==> config.mk <==
export PLATFORM = sky130hd
export DESIGN_NAME = uart_tx_arbiter
export DESIGN_NICKNAME = d
export VERILOG_FILES = /design/src/rtl/uart_tx_arbiter.sv
export SDC_FILE = /design/constraint.sdc
export NUM_CORES = 1
export LEC_CHECK = 0
export ABC_AREA = 1
export CELL_PAD_IN_SITES_DETAIL_PLACEMENT = 1
export CELL_PAD_IN_SITES_GLOBAL_PLACEMENT = 1
export CORE_ASPECT_RATIO = 0.7
export CORE_MARGIN = 3
export CORE_UTILIZATION = 41
export DETAILED_ROUTE_END_ITERATION = 6
export DONT_BUFFER_PORTS = 1
export GPL_TIMING_DRIVEN = 0
export HOLD_SLACK_MARGIN = 0.1
export PLACE_DENSITY_LB_ADDON = 0.12
export SLEW_MARGIN = 20
export SYNTH_ARGS = -nofsm -noshare
export SYNTH_HDL_FRONTEND = slang
export SYNTH_HIERARCHICAL = 1
export SYNTH_SLANG_ARGS = --single-unit
==> constraint.sdc <==
create_clock -name clk -period 2.35 [get_ports clk]
set_clock_uncertainty 0.2 [all_clocks]
set_input_delay 0.235 -clock clk [delete_from_list [all_inputs] [get_ports clk]]
set_output_delay 0.235 -clock clk [all_outputs]
set_load 0.05 [all_outputs]
==> src/rtl/uart_tx_arbiter.sv <==
// Round-robin arbiter sharing one UART_tx among NUM_REQ byte sources.
// Optional watchdog on a stuck frame: define UART_TX_ARB_TIMEOUT_EN.

module uart_tx_arb_lane (
    input  logic clk,
    input  logic rst_n,
    input  logic grant,
    output logic ack
);
    always_ff @(posedge clk or negedge rst_n) begin
        if (!rst_n) ack <= 1'b0;
        else        ack <= grant;
    end
endmodule

module uart_tx_arbiter #(
    parameter int NUM_REQ        = 4,
    parameter int TIMEOUT_CYCLES = 131072
) (
    input  logic                       clk,
    input  logic                       rst_n,
    input  logic [NUM_REQ-1:0]         req,
    input  logic [8*NUM_REQ-1:0]       req_data,
    output logic [NUM_REQ-1:0]         ack,
    output logic [$clog2(NUM_REQ)-1:0] gnt_id,
    output logic                       trmt,
    output logic [7:0]                 tx_data,
    input  logic                       tx_done,
    output logic                       busy,
    output logic                       tx_err
);
    localparam int IDW = $clog2(NUM_REQ);

    if (NUM_REQ < 2 || NUM_REQ > 8 || TIMEOUT_CYCLES < 2) begin : g_param_check
        $error("uart_tx_arbiter: NUM_REQ must be 2..8, TIMEOUT_CYCLES >= 2");
    end

    typedef enum logic {IDLE, BUSY} state_t;
    typedef struct packed {
        logic [IDW-1:0] id;
        logic [7:0]     data;
    } sel_t;

    state_t                  state;
    logic [IDW-1:0]          ptr;
    logic [NUM_REQ-1:0][7:0] data_arr;
    logic [NUM_REQ-1:0]      hi_mask;
    logic [NUM_REQ-1:0]      pick;
    logic [IDW-1:0]          win;
    sel_t                    sel;
    logic                    grant_now;
    logic                    done_ok;
    logic                    wdog_hit;

    assign data_arr = req_data;

    // Requesters above ptr get first look; if none, wrap to the lowest index.
    always_comb begin
        hi_mask = '0;
        for (int j = 0; j < NUM_REQ; j++)
            hi_mask[j] = (IDW'(j) > ptr);
        pick = ((req & hi_mask) != '0) ? (req & hi_mask) : req;
        win  = '0;
        for (int j = NUM_REQ - 1; j >= 0; j--)
            if (pick[j]) win = IDW'(j);
    end

    assign sel.id    = win;
    assign sel.data  = data_arr[win];
    assign grant_now = (state == IDLE) && (req != '0);
    // tx_done coinciding with our own trmt cannot belong to this frame.
    assign done_ok   = (state == BUSY) && tx_done && !trmt;

    for (genvar i = 0; i < NUM_REQ; i++) begin : g_lane
        uart_tx_arb_lane u_lane (
            .clk   (clk),
            .rst_n (rst_n),
            .grant (grant_now && (win == IDW'(i))),
            .ack   (ack[i])
        );
    end

    always_ff @(posedge clk or negedge rst_n) begin
        if (!rst_n) begin
            state   <= IDLE;
            trmt    <= 1'b0;
            busy    <= 1'b0;
            tx_data <= 8'h00;
            gnt_id  <= IDW'(NUM_REQ - 1);
            ptr     <= IDW'(NUM_REQ - 1);
        end else begin
            trmt <= 1'b0;
            case (state)
                IDLE: begin
                    if (grant_now) begin
                        tx_data <= sel.data;
                        gnt_id  <= sel.id;
                        ptr     <= sel.id;
                        trmt    <= 1'b1;
                        busy    <= 1'b1;
                        state   <= BUSY;
                    end
                end
                BUSY: begin
                    if (done_ok || wdog_hit) begin
                        busy  <= 1'b0;
                        state <= IDLE;
                    end
                end
                default: state <= IDLE;
            endcase
        end
    end

`ifdef UART_TX_ARB_TIMEOUT_EN
    localparam int WDW = $clog2(TIMEOUT_CYCLES);
    logic [WDW-1:0] wdog;

    assign wdog_hit = (state == BUSY) && !done_ok && (wdog == WDW'(TIMEOUT_CYCLES - 1));

    always_ff @(posedge clk or negedge rst_n) begin
        if (!rst_n) begin
            wdog   <= '0;
            tx_err <= 1'b0;
        end else begin
            if (grant_now)           wdog <= '0;
            else if (state == BUSY)  wdog <= wdog + WDW'(1);
            if (wdog_hit)            tx_err <= 1'b1;
        end
    end
`else
    assign wdog_hit = 1'b0;
    assign tx_err   = 1'b0;
`endif

endmodule

==> metrics.txt, run 1 <==
cell depth of the worst hold path=3; number of filler instances in the final layout=328; number of design-rule violations left by the first detailed-router iteration=41; area used by multi-input combinational logic=539 sq um; floorplan die area=0.00340 sq mm; clock slew seen by the registers of the worst setup and hold paths=approximately 0.060 ns; sequential area share after synthesis=38.2%; result of the run=completed; CTS tree=yes; Placed Area=0.00116 sq mm; Final Power=around 2000 uW; dominant combinational cell family by area after synthesis=simple AND/OR/NAND/NOR gates; area of all placed cells without fillers=0.00146 sq mm; ys flop type=sky130_fd_sc_hd__dfrtp_1; Port Buffers=0; shortest clock period the worst path allows after layout=2.21 ns; Hold Path End=tx_data[6]$_DFFE_PN0P_; Vert. Die Dim=a little under 50 um; final period utilization=94.1%; data required time at the worst endpoint=2.28 ns; share of the synthesized area in compound gates (AO/OA/AOI/OAI)=7.04%; syn_nets=187; share of synthesized cell area in and, or, nand and nor gates=about two fifths; IR drop worst, VDD=approximately 0.48 mV; Root Driver=sky130_fd_sc_hd__clkbuf_8; Skew-Pair Late Insertion Delay=0.25 ns; Critical Path, Cell by Cell=dlygate4sd3_1, o31ai_4, dlygate4sd3_1, inv_2, nand2_1, nor2_1; starting density of the core=44.2%; register area=between 400 and 500 sq um; total negative setup slack=0 ns; overall track demand over capacity in global routing=between 20% and 30%; Slew Limit Headroom=49.1%; max-slew violation count=0; Routed WL per cell=16.7 um; Cell Count Post-Placement=about 180; Non-Filler Instances=approximately 210; Critical Path AT=2.14 ns; share of final-layout standard cells stronger than drive strength 1=14.7%; Final ANT Viol Nets=0; antenna diode count=0; num rows=15; Critical Path Max Stage Delay=0.64 ns; Routability Congestion=roughly 0.74; Max Freq=452 MHz; most common cell after layout, fill and taps aside=sky130_fd_sc_hd__nand2_1; Synth Area per Inst=about 7.6 sq um; post-route setup slack=~0.14 ns; largest net degree at the start of global routing=18; critical path startpoint category=input pin; initial antenna violation count=0; kind of end point of the critical path=flop; library cell contributing the largest single delay on the critical path=sky130_fd_sc_hd__dlygate4sd3_1; number of nets in the layout=217; count of buffer and inverter cells on the critical path=3; Longest Clk Path Bufs=2; Top Family by Delay on Critical Path=buffers and inverters; multiplexer area fraction after synthesis=0%; fraction of synthesis flops using an asynchronous set or reset pin=100%; Post-Syn Instances=148; Static Leakage=0.000758 uW; top library cells by usage in the layout, fill and taps aside=sky130_fd_sc_hd__nand2_1 (42), sky130_fd_sc_hd__inv_1 (26), sky130_fd_sc_hd__dlygate4sd3_1 (25); Synth warnings=6; RR Startpoint=ptr[0]$_DFFE_PN1P_; worst-path maximum fanout=7; Detailed Routing Iterations Pass 1=4; unrepaired setup endpoints after global routing=false; Hold Path Origin=req[1]; synthesis-to-finish area growth=30.2%; Chip Width=approximately 68 um; Reg2Reg Depth=10; total power divided by cell area=1370 mW/mm^2; count of cell types in the netlist=27; classification of the worst-slack hold path=input pin to flop; core area=0.00253 sq mm; Fin. Hold Viols=0; Worst R2R End=tx_data[3]$_DFFE_PN0P_; worst setup timing slack at the placement stage=0.142 ns; cell with the most instances on the worst path=sky130_fd_sc_hd__dlygate4sd3_1; level count of the clock H-tree=1; sum of overflow across all layers after global routing=0; cell area after synthesis=roughly 0.0011 sq mm; number of global-route vias before repair=1196; first-pass GRT wire length=5840 um; critical path class=input pin to flop; via count normalized by instance count=5.16; Total Wirelength=about 3500 um; Least-Margin Pin Slew=0.762 ns; Reg2Reg Setup Slack=0.15 ns; EDFF count, synth=0; final-report setup violation count=0; top-level I/O count=56; total number of clock tree sinks=17; number of synthesized register bits=17; number of vias after detailed routing=about 1100; number of maximum-capacitance constraint violations=0; share of synthesized cell area in full adder, half adder and majority cells=0%; synthesized-area fraction occupied by xor and xnor cells=0%; Remaining DRCs=0; total clock buffers created by CTS=3; HPWL after detailed placement=2300 um
layer usage:
| metal | vias to the layer above | GRT usage, % | part of all wire, % |
|---|---|---|---|
| met5 | - | 0 | 0 |
| met4 | 0 | 8.91 | 1.6 |
| met3 | 8 | 3.42 | 7.2 |
| met2 | 47 | 39.8 | 51 |
| met1 | 516 | 29.4 | 41 |
| li1 | 517 | - | - |
area by class of cell:
type,instances,share of cell area [%]
plain buffers,4,2.58
flip-flops and latches,17,29.4
multi-input cells,97,37.0
clock buffers,4,3.09
well taps,34,2.92
inverters,30,7.90
repair buffers,25,17.2
synth_stat cells, types with 2 or more instances:
| cell | n | area share (%) |
|---|---|---|
| sky130_fd_sc_hd__dfstp_2 | 2 | 4.7 |
| sky130_fd_sc_hd__nand2_4 | 2 | 2.0 |
| sky130_fd_sc_hd__nand3_1 | 23 | 10 |
| sky130_fd_sc_hd__dfrtp_1 | 15 | 34 |
| sky130_fd_sc_hd__inv_1 | 27 | 9.1 |
| sky130_fd_sc_hd__nor3_1 | 2 | 0.89 |
| sky130_fd_sc_hd__inv_2 | 2 | 0.67 |
| sky130_fd_sc_hd__nor2_1 | 2 | 0.67 |
| sky130_fd_sc_hd__nand2_1 | 42 | 14 |
| sky130_fd_sc_hd__o211ai_1 | 5 | 3.4 |
| sky130_fd_sc_hd__buf_6 | 2 | 2.0 |
| sky130_fd_sc_hd__o21ai_0 | 2 | 0.89 |
| sky130_fd_sc_hd__or2_1 | 5 | 2.8 |
| sky130_fd_sc_hd__nand2_2 | 2 | 1.1 |
| sky130_fd_sc_hd__buf_4 | 2 | 1.3 |
| sky130_fd_sc_hd__nand3_2 | 2 | 1.8 |
sequential cells by signal, indices dropped and copies added (netlist names):
name               flops
state                  1
g_lane.u_lane/ack      4
ptr                    2
tx_data                8
busy                   1
trmt                   1
what timing repair did:
item | in CTS | in global routing
gates resized for setup | 0 | 1
setup endpoints to repair | 0 | 8
hold buffers | 25 | 0
endpoints found under the hold margin | 27 | 0
buffers inserted | 0 | 0
power breakdown:
group | switching [uW] | internal [uW] | leakage, uW | total (uW)
sequential | 521 | 431 | 0.000208 | 951
combinational | 531 | 302 | 0.000528 | 833
clock | 93.8 | 120 | 0.0000228 | 214
worst max path at each step:
| stage | startpoint | to | cells past startpoint |
|---|---|---|---|
| floorplan | ptr[0]$_DFFE_PN1P_ | tx_data[1]$_DFFE_PN0P_ | 10 |
| global placement | ptr[0]$_DFFE_PN1P_ | tx_data[7]$_DFFE_PN0P_ | 12 |
| detailed placement | ptr[0]$_DFFE_PN1P_ | tx_data[2]$_DFFE_PN0P_ | 10 |
| CTS | req[0] | g_lane[1].u_lane/ack$_DFF_PN0_ | 6 |
| global route | ptr[0]$_DFFE_PN1P_ | tx_data[7]$_DFFE_PN0P_ | 12 |
| finish | req[0] | g_lane[1].u_lane/ack$_DFF_PN0_ | 6 |
stage by stage:
step                      hold slack, ns  util, %
after floorplan                   -0.261        -
after global placement            -0.260     45.9
after detailed placement          -0.260     45.9
after CTS                          0.104     57.5
after global routing               0.123     57.5
final                             0.0932     57.5
kinds of logic (layout without fill, tap and decap cells):
logic type	Yosys count	after routing
other	1	1
and+or+nand+nor	86	86
buffers and inverters	34	63
AOI/OAI and AO/OA	10	10
DFF	17	17
tightest hold or removal path, stage by stage:
cell and delay [ns]:
sky130_fd_sc_hd__o31ai_4 0.11, sky130_fd_sc_hd__nand2_1 0.08, sky130_fd_sc_hd__nand3_1 0.07
Note: power is estimated with default switching activity, not from simulation.
==> run 2: changes to the inputs <==
CORE_MARGIN = 2   (was 3)
CORE_UTILIZATION = 38   (was 41)
CTS_BUF_LIST = sky130_fd_sc_hd__clkbuf_8 sky130_fd_sc_hd__clkbuf_16   (was not set)
clock period = 1.86 ns   (was 2.35 ns; I/O delays follow)
==> metrics.txt, run 2 (synthesis results as in run 1) <==
number of filler instances in the final layout=341; Chip Width=68.9 um; Total Wirelength=slightly below 4000 um; IR drop worst, VDD=0.582 mV; total clock buffers created by CTS=3; data required time at the worst endpoint=1.79 ns; Root Driver=sky130_fd_sc_hd__clkbuf_8; number of maximum-capacitance constraint violations=0; via count normalized by instance count=around 5.1; area used by multi-input combinational logic=637 sq um; HPWL after detailed placement=2320 um; final-report setup violation count=11; max FFs per register=8; Remaining DRCs=0; Longest Clk Path Bufs=2; num rows=16; floorplan die area=0.00340 sq mm; first-pass GRT wire length=about 6200 um; number of vias after detailed routing=1166; synthesis-to-finish area growth=52.2%; antenna diode count=0; number of global-route vias before repair=roughly 1300; violations in the final reports=setup timing; CTS tree=yes; Static Leakage=about 0.00086 uW; Final ANT Viol Nets=0; Port Buffers=0; Critical Path, Cell by Cell=inv_6, nand3_2, nand2_2, inv_2, nand3_4, nand2_4, buf_6, nand2_1, nand3_1, nand2_1, nand2_1, nand2_1; largest net degree at the start of global routing=18; Top Family by Delay on Critical Path=flip-flops; top-level I/O count=56; post-route setup slack=-0.177 ns; final period utilization=109%; critical path startpoint category=flop; Skew-Pair Late Insertion Delay=0.24 ns; Critical Path AT=1.97 ns; Cell Count Post-Placement=approximately 180; critical path class=flop to flop; starting density of the core=40.0%; Final Power=roughly 2900 uW; total number of clock tree sinks=17; Fin. Hold Viols=0; max-slew violation count=0; clock slew seen by the registers of the worst setup and hold paths=0.06 ns; register area=435 sq um; Max Freq=491 MHz; library cell contributing the largest single delay on the critical path=sky130_fd_sc_hd__dfstp_4; share of final-layout standard cells stronger than drive strength 1=a little over a quarter; number of design-rule violations left by the first detailed-router iteration=33; worst-path maximum fanout=5; classification of the worst-slack hold path=input pin to flop; cell with the most instances on the worst path=sky130_fd_sc_hd__nand2_1; count of buffer and inverter cells on the critical path=3; Routed WL per cell=17.0 um; shortest clock period the worst path allows after layout=2.04 ns; Non-Filler Instances=between 200 and 250; level count of the clock H-tree=1; result of the run=complete, but fails checks; initial antenna violation count=0; top library cells by usage in the layout, fill and taps aside=sky130_fd_sc_hd__nand2_1 (37), sky130_fd_sc_hd__dlygate4sd3_1 (30), sky130_fd_sc_hd__inv_1 (26); Slew Limit Headroom=50.5%; Vert. Die Dim=49.4 um; kind of end point of the critical path=flop; Routability Congestion=0.734; Critical Path Max Stage Delay=0.74 ns; total power divided by cell area=1680 mW/mm^2; register containing the most flip-flops in the final layout=tx_data; sum of overflow across all layers after global routing=0; Least-Margin Pin Slew=0.739 ns; most common cell after layout, fill and taps aside=sky130_fd_sc_hd__nand2_1; Largest regs=tx_data x8, g_lane.u_lane/ack x4, ptr x2; core area=0.00280 sq mm; number of nets in the layout=232; overall track demand over capacity in global routing=between 20% and 30%; unrepaired setup endpoints after global routing=true; Detailed Routing Iterations Pass 1=4
==> run 2: changes by cell type in the layout (fill, tap and decap cells not counted), moves of 3 or more <==
cell / previous run / this run
sky130_fd_sc_hd__nand3_2: 2 / 5
sky130_fd_sc_hd__nand2_4: 2 / 5
sky130_fd_sc_hd__nand3_1: 23 / 18
sky130_fd_sc_hd__buf_6: 2 / 5
sky130_fd_sc_hd__nand2_1: 42 / 37
sky130_fd_sc_hd__buf_4: 2 / 8
sky130_fd_sc_hd__nand2_2: 2 / 5
sky130_fd_sc_hd__dlygate4sd3_1: 25 / 30
==> run 2: worst min-delay path: stages <==
cell	delay, ns
sky130_fd_sc_hd__inv_1	0.02
sky130_fd_sc_hd__nand3_1	0.07
sky130_fd_sc_hd__nand3_1	0.07
sky130_fd_sc_hd__nand2_1	0.10
sky130_fd_sc_hd__nand2_1	0.06
sky130_fd_sc_hd__nand2_1	0.05
==> run 2: timing repair <==
item                                    4_1_cts  5_1_grt
gates resized for setup                      13        4
gates cloned                                  2        0
endpoints found under the setup margin       13       12
pin swaps                                     9        1
endpoints found under the hold margin        29        0
hold buffers                                 30        0
setup buffers                                 5        3
==> run 2: path summary, 6_finish.rpt <==
check / startpoint / to / slack [ns] / cells after the start
worst max-delay path: ptr[0]$_DFFE_PN1P_ / tx_data[0]$_DFFE_PN0P_ / -0.18 / 12
worst max register to register: ptr[0]$_DFFE_PN1P_ / tx_data[0]$_DFFE_PN0P_ / -0.18 / 12
worst min-delay path: req_data[28] / tx_data[4]$_DFFE_PN0P_ / 0.13 / 6
worst min register to register: state$_DFF_PN0_ / state$_DFF_PN0_ / 0.37 / 2
max in group asynchronous: rst_n / g_lane[3].u_lane/ack$_DFF_PN0_ / 0.75 / 1
min in group asynchronous: rst_n / tx_data[0]$_DFFE_PN0P_ / 0.25 / 1
==> run 2: cell type report <==
cell class | instances | area share, %
multi-input cells | 98 | 37.4
flip-flops and latches | 17 | 25.6
repair buffers | 39 | 22.0
inverters | 30 | 7.34
well taps | 36 | 2.64
clock buffers | 3 | 2.42
plain buffers | 4 | 2.42
clock inverters | 1 | 0.220
==> run 2: per-stage QoR <==
| stage | hold WS (ns) | util, % | setup TNS, ns | worst slack [ns] | cell area [sq um] |
|---|---|---|---|---|---|
| floorplan | -0.310 | - | -0.162 | -0.0293 | 1180 |
| global route | 0.158 | 60.8 | -2.40 | -0.245 | 1700 |
| CTS | 0.124 | 59.5 | -0.994 | -0.126 | 1670 |
| detailed placement | -0.309 | 43.7 | -2.29 | -0.254 | 1220 |
| global placement | -0.309 | 43.7 | -1.85 | -0.193 | 1220 |
| finish | 0.134 | 60.8 | -1.55 | -0.177 | 1700 |
==> run 2: power breakdown <==
group / leakage [uW] / total, uW / internal [uW] / switching, uW
clock: 0.0000269 / 263 / 146 / 116
combinational: 0.000620 / 1350 / 549 / 804
sequential: 0.000209 / 1240 / 560 / 682
==> run 2: layer usage <==
metal  share of wire (%)  GRT usage [%]  routed length, um
met1                  42           30.6               1640
met3                 5.0           3.46                196
met4                 3.4           12.4                132
met2                  49           42.6               1910
met5                   0              0                  0
